==> config.mk <==
export PLATFORM = sky130hd
export DESIGN_NAME = mul_seq_radix
export DESIGN_NICKNAME = d
export VERILOG_FILES = /design/src/rtl/mul_seq_radix.sv
export SDC_FILE = /design/constraint.sdc
export NUM_CORES = 1
export LEC_CHECK = 0
export ABC_CLOCK_PERIOD_IN_PS = 8200
export CORE_ASPECT_RATIO = 1.2
export CORE_MARGIN = 4
export CORE_UTILIZATION = 35
export DETAILED_ROUTE_END_ITERATION = 10
export PLACE_DENSITY = 0.53
export SLEW_MARGIN = 0
export SYNTH_ARGS = -nofsm -noshare
export SYNTH_HDL_FRONTEND = slang
export SYNTH_SLANG_ARGS = --single-unit
export TNS_END_PERCENT = 50
==> constraint.sdc <==
create_clock -name clk_i -period 8.2 [get_ports clk_i]
set_input_delay 0.82 -clock clk_i [delete_from_list [all_inputs] [get_ports clk_i]]
set_output_delay 0.82 -clock clk_i [all_outputs]
set_load 0.05 [all_outputs]
==> src/rtl/mul_seq_radix.sv <==
// mul_seq_radix
// Iterative RV32M/RV64M integer multiplier (MUL, MULH, MULHSU, MULHU).
// The operands are reduced to unsigned magnitudes when they are accepted.
// Each CALC cycle then retires RADIX_BITS multiplier bits.
// The FIX cycle applies the sign correction and selects the result half.
//
// Ports:
//   clk_i      clock, rising edge
//   rst_i      asynchronous active-high reset
//   start_i    request; accepted only in IDLE when kill_i=0
//   kill_i     synchronous abort (pipeline flush); overrides start_i
//   op_i       00=MUL 01=MULH 10=MULHSU 11=MULHU, sampled at accept
//   rs1_i      multiplicand, sampled at accept
//   rs2_i      multiplier, sampled at accept
//   result_o   architectural result (low half for MUL, high half otherwise)
//   product_o  full 2*XLEN signed-corrected product
//   busy_o     operation in flight (CALC or FIX)
//   done_o     one-cycle pulse when result_o/product_o update
module mul_seq_radix #(
    parameter int XLEN       = 32,
    parameter int RADIX_BITS = 2
) (
    input  logic              clk_i,
    input  logic              rst_i,
    input  logic              start_i,
    input  logic              kill_i,
    input  logic [1:0]        op_i,
    input  logic [XLEN-1:0]   rs1_i,
    input  logic [XLEN-1:0]   rs2_i,
    output logic [XLEN-1:0]   result_o,
    output logic [2*XLEN-1:0] product_o,
    output logic              busy_o,
    output logic              done_o
);

    localparam int N     = XLEN / RADIX_BITS;
    localparam int PW    = 2 * XLEN;
    localparam int CNT_W = $clog2(N) + 1;

    localparam logic [1:0] OP_MUL    = 2'b00;
    localparam logic [1:0] OP_MULHU  = 2'b11;

    typedef enum logic [1:0] {
        S_IDLE,
        S_CALC,
        S_FIX
    } state_t;

    state_t            state_q, state_d;
    logic [1:0]        op_q, op_d;
    logic [PW-1:0]     mag_a_q, mag_a_d;     // multiplicand, pre-shifted by the digit weight
    logic [XLEN-1:0]   mag_b_q, mag_b_d;     // multiplier, consumed LSB-first
    logic              neg_q, neg_d;
    logic [CNT_W-1:0]  cnt_q, cnt_d;
    logic [PW-1:0]     acc_q, acc_d;
    logic [XLEN-1:0]   result_q, result_d;
    logic [PW-1:0]     product_q, product_d;
    logic              done_q, done_d;

    // Partial product for the current digit: one shifted multiplicand per digit bit.
    logic [PW-1:0]     term [RADIX_BITS];
    logic [PW-1:0]     partial;

    generate
        for (genvar gi = 0; gi < RADIX_BITS; gi++) begin : g_term
            assign term[gi] = mag_b_q[gi] ? (mag_a_q << gi) : '0;
        end
    endgenerate

    always_comb begin
        partial = '0;
        for (int i = 0; i < RADIX_BITS; i++) begin
            partial = partial + term[i];
        end
    end

    // Accept-time operand conditioning
    logic            sign_a, sign_b;
    logic [XLEN-1:0] mag_a_in, mag_b_in;
    logic [PW-1:0]   prod_fix;

    assign sign_a   = rs1_i[XLEN-1] & (op_i != OP_MULHU);
    assign sign_b   = rs2_i[XLEN-1] & ~op_i[1];
    // The magnitude of the most negative value wraps to 2^(XLEN-1).
    // That is the correct unsigned magnitude.
    assign mag_a_in = sign_a ? -rs1_i : rs1_i;
    assign mag_b_in = sign_b ? -rs2_i : rs2_i;
    // An accumulator of zero negates to zero, so neg=1 cannot produce -0.
    assign prod_fix = neg_q ? -acc_q : acc_q;

    always_comb begin
        state_d   = state_q;
        op_d      = op_q;
        mag_a_d   = mag_a_q;
        mag_b_d   = mag_b_q;
        neg_d     = neg_q;
        cnt_d     = cnt_q;
        acc_d     = acc_q;
        result_d  = result_q;
        product_d = product_q;
        done_d    = 1'b0;

        if (kill_i) begin
            state_d = S_IDLE;
        end else begin
            case (state_q)
                S_IDLE: begin
                    if (start_i) begin
                        op_d    = op_i;
                        mag_a_d = {{XLEN{1'b0}}, mag_a_in};
                        mag_b_d = mag_b_in;
                        neg_d   = sign_a ^ sign_b;
                        cnt_d   = '0;
                        acc_d   = '0;
                        state_d = (mag_a_in == '0 || mag_b_in == '0) ? S_FIX : S_CALC;
                    end
                end
                S_CALC: begin
                    acc_d   = acc_q + partial;
                    mag_a_d = mag_a_q << RADIX_BITS;
                    mag_b_d = mag_b_q >> RADIX_BITS;
                    cnt_d   = cnt_q + 1'b1;
                    if (cnt_q == CNT_W'(N - 1)) begin
                        state_d = S_FIX;
                    end
                end
                S_FIX: begin
                    product_d = prod_fix;
                    result_d  = (op_q == OP_MUL) ? prod_fix[XLEN-1:0] : prod_fix[PW-1:XLEN];
                    done_d    = 1'b1;
                    state_d   = S_IDLE;
                end
                default: state_d = S_IDLE;
            endcase
        end
    end

    always_ff @(posedge clk_i or posedge rst_i) begin
        if (rst_i) begin
            state_q   <= S_IDLE;
            op_q      <= '0;
            mag_a_q   <= '0;
            mag_b_q   <= '0;
            neg_q     <= 1'b0;
            cnt_q     <= '0;
            acc_q     <= '0;
            result_q  <= '0;
            product_q <= '0;
            done_q    <= 1'b0;
        end else begin
            state_q   <= state_d;
            op_q      <= op_d;
            mag_a_q   <= mag_a_d;
            mag_b_q   <= mag_b_d;
            neg_q     <= neg_d;
            cnt_q     <= cnt_d;
            acc_q     <= acc_d;
            result_q  <= result_d;
            product_q <= product_d;
            done_q    <= done_d;
        end
    end

    assign result_o  = result_q;
    assign product_o = product_q;
    assign busy_o    = (state_q != S_IDLE);
    assign done_o    = done_q;

endmodule
==> results.py, run 1 <==
metrics = {
    "critical_path": {
        "worstPathMaxFanout": 33,
        "crit_path_end_kind": "register",
        "critPathKind": "register to register",
        "critPathLaunchType": "register",
        "arrival_ps": 6050,
        "crit_chain": "buf_4 -> and2_1 -> fa_1 -> ha_1 -> fa_1 -> a211oi_1 -> o211a_1 -> or3_1 -> a211oi_1 -> nor4_1 -> o21ai_1 -> a211oi_1 -> nor4_1 -> or3_1 -> a32o_1",
        "reg2regPathDepth": 15,
        "cpMostUsedCell": "a211oi_1",
        "critical_path_required_ps": 8650,
        "worst-path-stages": 15,
        "worst-path-buf-inv": 1,
        "crit_family": "compound AO/OA/AOI/OAI gates",
        "slowest_stage": "dfrtp_1",
        "max_stage_delay_ps": 780,
    },
    "yosys": {
        "ys_ff_latch": 267,
        "yosys.area.top_type": "dfrtp_1",
        "synth_edf_count": 0,
        "yosysUniqueCellTypes": 79,
        "synth_ff_type": "dfrtp_1",
        "ys_top_cells_by_count": "nand2_1 (443), dfrtp_1 (267), o21ai_0 (231)",
        "syn_inst": 2346,
        "syn_nets": 2547,
        "synth-async-reset-ratio_pct": 100.0,
        "ys_warn_count": 0,
        "yosysTopAreaCellShare_pct": 34.40,
        "syn-cell-area_um2": 19420,
        "ys_top_cells_by_area": "dfrtp_1 (34%), nand2_1 (8.6%), fa_1 (6.5%)",
        "yosysMostFrequentCell": "nand2_1",
        "seq_area_frac_synth_pct": 34.40,
        "syn_area_per_cell_um2": 8.280,
    },
    "outcome": {
        "status": "complete, no violations",
    },
    "power_and_ir_drop": {
        "p_seq_share_pct": 30.4,
        "p_int_mw": 3.695,
        "comb_power_share_pct": 51.7,
        "switchingPower_mw": 3.407,
        "power.leakage_nw": 10.26,
        "power.share.clock_pct": 17.9,
        "power_density_nw_per_um2": 314.4,
        "ir_worst_vdd_mv": 0.3006,
        "switching_share_pct": 47.97,
    },
    "route": {
        "wl_per_cell_um": 18.25,
        "drt-total-wl_mm": 57.82,
        "vias_per_cell": 5.211,
        "drc_errors": 0,
        "first_pass_iters": 5,
        "drt.antenna.violating_nets": 0,
        "drt_iter0_markers": 1045,
        "vias": 16510,
    },
    "timing": {
        "finClkSkew_ps": 8.431,
        "hold_viol": 0,
        "timing.fmax_ghz": 0.1787,
        "rsz0062_at_grt": "false",
        "fin_crit_sh_pct": 68.26,
        "slew_viol_final": 0,
        "tightest_slew_ps": 1256,
        "setup_tns_ps": 0,
        "fin_crit_ps": 5597,
        "setup_viol": 0,
        "timing.hold.ws_ps": 471.6,
        "relSlewSlack_pct": 14.10,
    },
    "cts": {
        "cts.sinks": 267,
        "root_buffer": "clkbuf_16",
        "clk_latency_ps": 560,
        "htreeDepth": 1,
        "cts_tree": "yes",
        "numCtsBuffers": 29,
        "cts_setup_buffers": 0,
        "cts_hold_buf": 0,
        "post_cts_resized": 0,
        "path_clk_slew_ps": 60,
        "cts_buffer_depth": 3,
    },
    "floorplanning": {
        "num_io_pins": 168,
        "row_count": 94,
        "die_w_um": 223.1,
        "core_area_um2": 54930,
        "start_util_pct": 35.37,
        "dieArea_um2": 59350,
        "die_h_um": 266.1,
    },
    "global_routing": {
        "use_met1_pct": 27.38,
        "grt_max_degree": 171,
        "antenna_found_initial": 0,
        "met3_usage_pct": 2.182,
        "met2_usage_pct": 31.01,
        "overflow": 0,
        "grt_pass1_wl_mm": 93.56,
        "grt_busiest_layer": "met2",
        "grt_pass1_vias": 16470,
        "track_usage_pct": 19.29,
    },
    "placement": {
        "gp_congestion": 0.9327,
        "post-place-cells": 3121,
        "dp_hpwl_mm": 45.41,
        "io_buffers": 167,
    },
    "min_path": {
        "hold_depth": 2,
        "hp-class": "register to register",
    },
    "final_layout": {
        "finalNonFillerCells": 3168,
        "syn_to_final_growth_pct": 16.27,
        "nets": 2633,
        "diodes": 0,
        "drive_above_1_share_pct": 4.208,
    },
    "flow_run": {
        "drv_cap": 0,
    },
}
stage by stage:
stage | power [mW] | setup slack (ps) | utilization (%) | cell area, µm²
after floorplan | 4.582 | 26.39 | - | 19420
after global placement | 5.847 | 2732 | 39.48 | 21680
after detailed placement | 5.886 | 2637 | 39.48 | 21680
after CTS | 7.183 | 2628 | 41.12 | 22590
after global routing | 7.599 | 2113 | 41.12 | 22590
final | 7.102 | 2603 | 41.12 | 22590
cell type report:
type	count	area [µm²]
Tap cell	720	900.9
Fill cell	5573	32340
Clock buffer	39	833.3
Inverter	35	138.9
Clock inverter	8	70.07
Multi-Input combinational cell	1916	12160
Timing Repair Buffer	183	1804
Sequential cell	267	6683
cell families (layout without fill, tap and decap cells):
logic type | after synthesis | in the layout | share of synthesized area, %
AO/OA/AOI/OAI | 632 | 632 | 19.37
XOR/XNOR | 177 | 177 | 7.981
adder cells (fa/ha/maj) | 131 | 131 | 10.87
buffers and inverters | 163 | 265 | 3.163
flip-flops | 267 | 267 | 34.40
multiplexers | 9 | 9 | 0.4767
AND/OR/NAND/NOR | 967 | 967 | 23.74
flip-flops by register name, indices dropped and copies added (netlist names), 2 cells and up:
name and count:
cnt_q 5, op_q 2, acc_q 64, mag_b_q 32, product_o 64, result_o 32
state_q 2, mag_a_q 64
power groups by stage:
| stage | registers (mW) | clock network [mW] | logic (mW) |
|---|---|---|---|
| detailed placement | 2.19 | 0 | 3.70 |
| global route | 2.23 | 1.37 | 4.00 |
| floorplan | 2.78 | 0 | 1.81 |
| global placement | 2.18 | 0 | 3.67 |
| finish | 2.16 | 1.27 | 3.67 |
| CTS | 2.17 | 1.31 | 3.70 |
cell usage in the layout, fill, tap and decap left out, drive strengths merged, types with 10 or more instances in the layout:
cell,netlist,layout
xor2,91,91
o21bai,11,11
a21o,30,30
and3,10,10
or4,16,16
or3,22,22
nor3,33,33
nand2b,15,15
o21ai,276,276
fa,63,63
o41ai,12,12
o31ai,36,36
and2,135,135
a21oi,170,170
a22o,13,13
dfrtp,267,267
ha,68,68
nor2,163,163
nand2,443,443
nand4,25,25
a31oi,14,14
buf,8,16
xnor2,86,86
nor4,16,16
nand3,58,58
clkbuf,120,39
clkdlybuf4s50,0,167
inv,35,35
o21a,12,12
worst paths after layout:
path,start,end,slack (ps)
worst max-delay path,mag_b_q[1],acc_q[61],2600
worst min-delay path,product_o[53],product_o[53],470
worst max register to register,mag_b_q[1],acc_q[61],2600
worst min register to register,product_o[53],product_o[53],470
max in group asynchronous,rst_i,neg_q,6020
min in group asynchronous,rst_i,product_o[10],730
worst min-delay path, cell delays in order (launching register included):
cell and delay [ps]:
dfrtp_1 340, nand2_1 50, nand2_1 50
layer usage:
layer  routed length (µm)  share of wire (%)
met1                27210                 47
met2                26080                 45
met3                 2512                4.3
met4                 2027                3.5
met5                    0                  0
No activity file was read; power rests on OpenSTA's default activity.
==> inputs of run 2 (changes only) <==
--- a/config.mk
+++ b/config.mk
@@ -5,12 +5,12 @@
 export SDC_FILE = /design/constraint.sdc
 export NUM_CORES = 1
 export LEC_CHECK = 0
-export ABC_CLOCK_PERIOD_IN_PS = 8200
+export ABC_CLOCK_PERIOD_IN_PS = 5800
 export CORE_ASPECT_RATIO = 1.2
 export CORE_MARGIN = 4
 export CORE_UTILIZATION = 35
 export DETAILED_ROUTE_END_ITERATION = 10
-export PLACE_DENSITY = 0.53
+export PLACE_DENSITY = 0.51
 export SLEW_MARGIN = 0
 export SYNTH_ARGS = -nofsm -noshare
 export SYNTH_HDL_FRONTEND = slang
==> constraint.sdc (replaced) <==
create_clock -name clk_i -period 5.8 [get_ports clk_i]
set_input_delay 0.58 -clock clk_i [delete_from_list [all_inputs] [get_ports clk_i]]
set_output_delay 0.58 -clock clk_i [all_outputs]
set_load 0.05 [all_outputs]
==> run 2 against run 1 <==
Flip-flop and latch count did not move. Clock skew increased by 9.8 ps. Sequential share of layout area is 0.20 points lower. Critical endpoint is now acc_q[57].
==> results.py, run 2 (synthesis gave the netlist of run 1 again) <==
metrics = {
    "timing": {
        "hold_viol": 0,
        "rsz0062_at_grt": "false",
        "timing.fmax_ghz": 0.1971,
        "slew_viol_final": 0,
        "fin_crit_sh_pct": 87.47,
        "relSlewSlack_pct": 29.58,
        "fin_crit_ps": 5073,
        "setup_tns_ps": 0,
        "finClkSkew_ps": 18.27,
        "tightest_slew_ps": 1056,
        "setup_viol": 0,
    },
    "final_layout": {
        "final_cell_mix": "nand2_1 (442), dfrtp_1 (266), o21ai_0 (230)",
        "syn_to_final_growth_pct": 17.04,
        "final_common_cell": "nand2_1",
        "final_util_pct": 41.39,
        "drive_above_1_share_pct": 4.632,
        "diodes": 0,
        "fillers": 5570,
        "finalNonFillerCells": 3181,
        "multiInputGateArea_um2": 12160,
        "nets": 2641,
        "ff_latch_area_um2": 6683,
        "final_area_um2": 22740,
    },
    "cts": {
        "post_cts_resized": 0,
        "cts_tree": "yes",
        "cts_hold_buf": 0,
        "path_clk_slew_ps": 60,
        "numCtsBuffers": 29,
        "clk_latency_ps": 570,
        "cts.sinks": 267,
        "cts_buffer_depth": 3,
        "htreeDepth": 1,
        "root_buffer": "clkbuf_16",
        "cts_setup_buffers": 0,
    },
    "power_and_ir_drop": {
        "power_density_nw_per_um2": 451.3,
        "ir_worst_vdd_mv": 0.3545,
        "power.leakage_nw": 10.33,
    },
    "placement": {
        "post-place-cells": 3129,
        "placed_cell_area_um2": 21740,
        "dp_hpwl_mm": 46.63,
        "gp_congestion": 0.8946,
        "io_buffers": 167,
    },
    "global_routing": {
        "antenna_found_initial": 0,
        "track_usage_pct": 19.53,
        "grt_pass1_wl_mm": 94.42,
        "grt_max_degree": 112,
        "grt_pass1_vias": 16490,
        "overflow": 0,
    },
    "route": {
        "drt-total-wl_mm": 59.03,
        "first_pass_iters": 5,
        "vias": 16560,
        "vias_per_cell": 5.206,
        "drt_iter0_markers": 876,
        "wl_per_cell_um": 18.56,
        "drc_errors": 0,
        "drt.antenna.violating_nets": 0,
    },
    "floorplanning": {
        "die_h_um": 266.1,
        "start_util_pct": 35.37,
        "dieArea_um2": 59350,
        "core_area_um2": 54930,
        "die_w_um": 223.1,
        "row_count": 94,
        "num_io_pins": 168,
    },
    "min_path": {
        "hp-class": "input pin to asynchronous set/reset pin",
    },
    "outcome": {
        "status": "complete, no violations",
    },
    "critical_path": {
        "arrival_ps": 5530,
        "critPathLaunchType": "register",
        "critical_path_required_ps": 6250,
        "worstPathMaxFanout": 26,
        "critPathKind": "register to register",
        "crit_path_end_kind": "register",
    },
    "flow_run": {
        "drv_cap": 0,
    },
}
-- run 2: layer usage --
layer	share of wire, %	track usage, %	up-vias
li1	-	-	8321
met1	48	28.05	7835
met2	45	31.54	342
met3	4.4	2.325	63
met4	2.6	4.999	0
met5	0	0	-
-- run 2: layout make-up --
cell class	count	area share [%]
Inverter	35	0.5944
Sequential cell	267	29.39
Tap cell	720	3.962
Clock buffer	44	3.836
Clock inverter	8	0.5448
Timing Repair Buffer	191	8.200
Multi-Input combinational cell	1916	53.47
-- run 2: path summary, 6_finish.rpt --
check | from | end | slack, ps | depth (start not counted)
worst max-delay path | mag_b_q[1] | acc_q[57] | 730 | 15
worst min-delay path | rst_i | product_o[13] | 430 | 2
worst max register to register | mag_b_q[1] | acc_q[57] | 730 | 15
worst min register to register | product_o[53] | product_o[53] | 470 | 2
max in group asynchronous | rst_i | mag_a_q[59] | 4180 | 3
min in group clk_i | product_o[53] | product_o[53] | 470 | 2
-- run 2: worst max-delay path: stages, from the launching register on --
cell and delay [ps]:
dfrtp_1 720, and2_1 240, fa_1 420, ha_1 250, fa_1 430, a211oi_1 510, o211a_1 250, or3_1 190
a211oi_1 150, nor4_1 320, buf_4 160, o21ai_1 110, a211oi_1 490, nor4_1 130, or3_1 320, a32o_1 250
-- run 2: per-stage QoR --
stage | power (mW) | worst slack (ps) | hold WS, ps
global placement | 8.339 | 707.4 | 459.8
floorplan | 6.478 | 1695 | 439.1
CTS | 10.39 | 653.1 | 405.3
global route | 10.96 | 313.2 | 446.7
finish | 10.26 | 726.5 | 425.5
detailed placement | 8.398 | 670.2 | 463.1
-- run 2: where the power goes --
| group | internal [mW] | switching, mW |
|---|---|---|
| registers | 2.41 | 0.632 |
| logic | 1.79 | 3.48 |
| clock network | 1.16 | 0.780 |
==> inputs of run 3 (changes only) <==
--- a/config.mk
+++ b/config.mk
@@ -5,12 +5,12 @@
 export SDC_FILE = /design/constraint.sdc
 export NUM_CORES = 1
 export LEC_CHECK = 0
-export ABC_CLOCK_PERIOD_IN_PS = 5800
+export ABC_CLOCK_PERIOD_IN_PS = 4100
 export CORE_ASPECT_RATIO = 1.2
 export CORE_MARGIN = 4
 export CORE_UTILIZATION = 35
 export DETAILED_ROUTE_END_ITERATION = 10
-export PLACE_DENSITY = 0.51
+export PLACE_DENSITY = 0.53
 export SLEW_MARGIN = 0
 export SYNTH_ARGS = -nofsm -noshare
 export SYNTH_HDL_FRONTEND = slang
==> constraint.sdc (replaced) <==
create_clock -name clk_i -period 4.1 [get_ports clk_i]
set_input_delay 0.41 -clock clk_i [delete_from_list [all_inputs] [get_ports clk_i]]
set_output_delay 0.41 -clock clk_i [all_outputs]
set_load 0.05 [all_outputs]
==> run 3 against run 2 <==
Global-route usage grew 0.27 points. Sequential power grew 37%. Combinational power grew 71%. Critical path depth grew 9. Largest power group unchanged. Clock-buffer cell count shrank 7. First-iteration DRC count grew 22%. Largest cell class unchanged. The flow now finishes with violations (negative setup slack). Critical endpoint is now acc_q[16].
==> results.py, run 3 (synthesis gave the netlist of run 1 again) <==
metrics = {
    "timing": {
        "timing.hold.ws_ps": 320.8,
        "hold_viol": 0,
        "relSlewSlack_pct": 38.36,
        "tightest_slew_ps": 924.6,
        "setup_viol": 2,
        "timing.fmax_ghz": 0.2409,
        "fin_crit_ps": 4151,
        "finClkSkew_ps": 18.38,
        "rsz0062_at_grt": "true",
        "slew_viol_final": 0,
        "fin_crit_sh_pct": 101.2,
        "worst_slack_ps": -50.51,
    },
    "power_and_ir_drop": {
        "power_density_nw_per_um2": 635.8,
        "ir_worst_vdd_mv": 0.4994,
        "power.total_mw": 15.79,
        "power.leakage_nw": 11.41,
    },
    "route": {
        "first_pass_iters": 5,
        "drt.antenna.violating_nets": 0,
        "drc_errors": 0,
        "drt_iter0_markers": 1065,
        "drt-total-wl_mm": 60.82,
        "wl_per_cell_um": 18.05,
        "vias": 17490,
        "vias_per_cell": 5.189,
    },
    "global_routing": {
        "track_usage_pct": 19.80,
        "grt_max_degree": 163,
        "grt_pass1_vias": 17280,
        "grt_pass1_wl_mm": 96.08,
        "overflow": 0,
        "antenna_found_initial": 0,
    },
    "critical_path": {
        "arrival_ps": 4570,
        "critical_path_required_ps": 4520,
        "worst-path-buf-inv": 16,
        "critPathKind": "register to register",
        "critPathLaunchType": "register",
        "crit_family": "buffers and inverters",
        "max_stage_delay_ps": 490,
        "crit_path_end_kind": "register",
        "worstPathMaxFanout": 7,
        "cpMostUsedCell": "buf_4",
        "slowest_stage": "fa_1",
        "crit_chain": "buf_12 -> buf_12 -> and2_4 -> fa_1 -> ha_4 -> nand4_1 -> buf_4 -> buf_4 -> buf_4 -> buf_6 -> buf_4 -> buf_4 -> buf_4 -> buf_4 -> buf_4 -> buf_4 -> buf_4 -> buf_4 -> buf_4 -> buf_6 -> a21oi_2 -> nor2_2 -> xnor2_2 -> o21ai_1",
    },
    "final_layout": {
        "final_cell_mix": "nand2_1 (442), dfrtp_1 (265), o21ai_0 (218)",
        "final_area_um2": 24830,
        "final_common_cell": "nand2_1",
        "diodes": 0,
        "final_util_pct": 45.21,
        "nets": 2832,
        "finalNonFillerCells": 3370,
        "drive_above_1_share_pct": 14.57,
        "syn_to_final_growth_pct": 27.83,
    },
    "outcome": {
        "status": "finished, violations left",
        "violations": "negative setup slack",
    },
    "floorplanning": {
        "row_count": 94,
        "core_area_um2": 54930,
        "num_io_pins": 168,
        "start_util_pct": 35.37,
        "dieArea_um2": 59350,
        "die_w_um": 223.1,
        "die_h_um": 266.1,
    },
    "cts": {
        "cts_tree": "yes",
        "path_clk_slew_ps": 70,
        "clk_latency_ps": 570,
        "cts.sinks": 267,
        "numCtsBuffers": 29,
        "cts_hold_buf": 0,
        "root_buffer": "clkbuf_16",
        "cts_buffer_depth": 3,
        "htreeDepth": 1,
    },
    "placement": {
        "io_buffers": 167,
        "post-place-cells": 3294,
        "placed_cell_area_um2": 23060,
        "dp_hpwl_mm": 47.30,
        "gp_congestion": 0.9347,
    },
    "min_path": {
        "hp-class": "input pin to asynchronous set/reset pin",
    },
    "flow_run": {
        "drv_cap": 0,
    },
}
run 3: cell count changes in the layout (fill, tap and decap cells not counted), sizes merged:
cell,before,now
buf,24,212
clkbuf,44,39
clkinv,3,6
inv,34,37
bufbuf,0,1
bufinv,3,2
run 3: worst paths after layout:
check | start | end | slack [ps] | depth (start not counted)
max reg2reg | mag_b_q[0] | acc_q[16] | -50 | 24
min | rst_i | product_o[51] | 320 | 2
max | mag_b_q[0] | acc_q[16] | -50 | 24
max in group asynchronous | rst_i | neg_q | 2820 | 3
min reg2reg | product_o[47] | product_o[47] | 470 | 2
min in group clk_i | product_o[47] | product_o[47] | 470 | 2
run 3: cell type report:
class,instances,area [µm²]
Clock buffer,37,795.8
Clock inverter,13,135.1
Fill cell,5504,30090
Inverter,35,135.1
Multi-Input combinational cell,1916,12700
Sequential cell,267,6684
Tap cell,720,900.9
Timing Repair Buffer,382,3481
run 3: what timing repair did:
| action | CTS | global route |
|---|---|---|
| gates resized for setup | 52 | 65 |
| cloned | 2 | 2 |
| endpoints found under the setup margin | 21 | 25 |
| setup buffers | 19 | 6 |
| pin swaps | 25 | 37 |
run 3: routing by layer:
metal,GRT usage (%),routed length (µm),up-vias
met5,0,0,-
li1,-,-,8713
met1,27.48,27840,8329
met3,2.149,2671,82
met2,32.53,28180,363
met4,6.549,2118,0
run 3: power breakdown:
part | total (mW) | internal [mW] | switching (mW)
clock network | 2.62 | 1.49 | 1.13
registers | 4.15 | 3.42 | 0.738
logic | 9.01 | 3.54 | 5.47
run 3: metrics by stage:
| stage | TNS, ps | setup slack (ps) |
|---|---|---|
| 4_1_cts | -77.58 | -74.10 |
| 3_5_place_dp | -5208 | -824.1 |
| 2_1_floorplan | 0 | 10.57 |
| 6_report | -84.19 | -50.51 |
| 5_1_grt | -550.9 | -183.3 |
| 3_3_place_gp | -4669 | -769.2 |
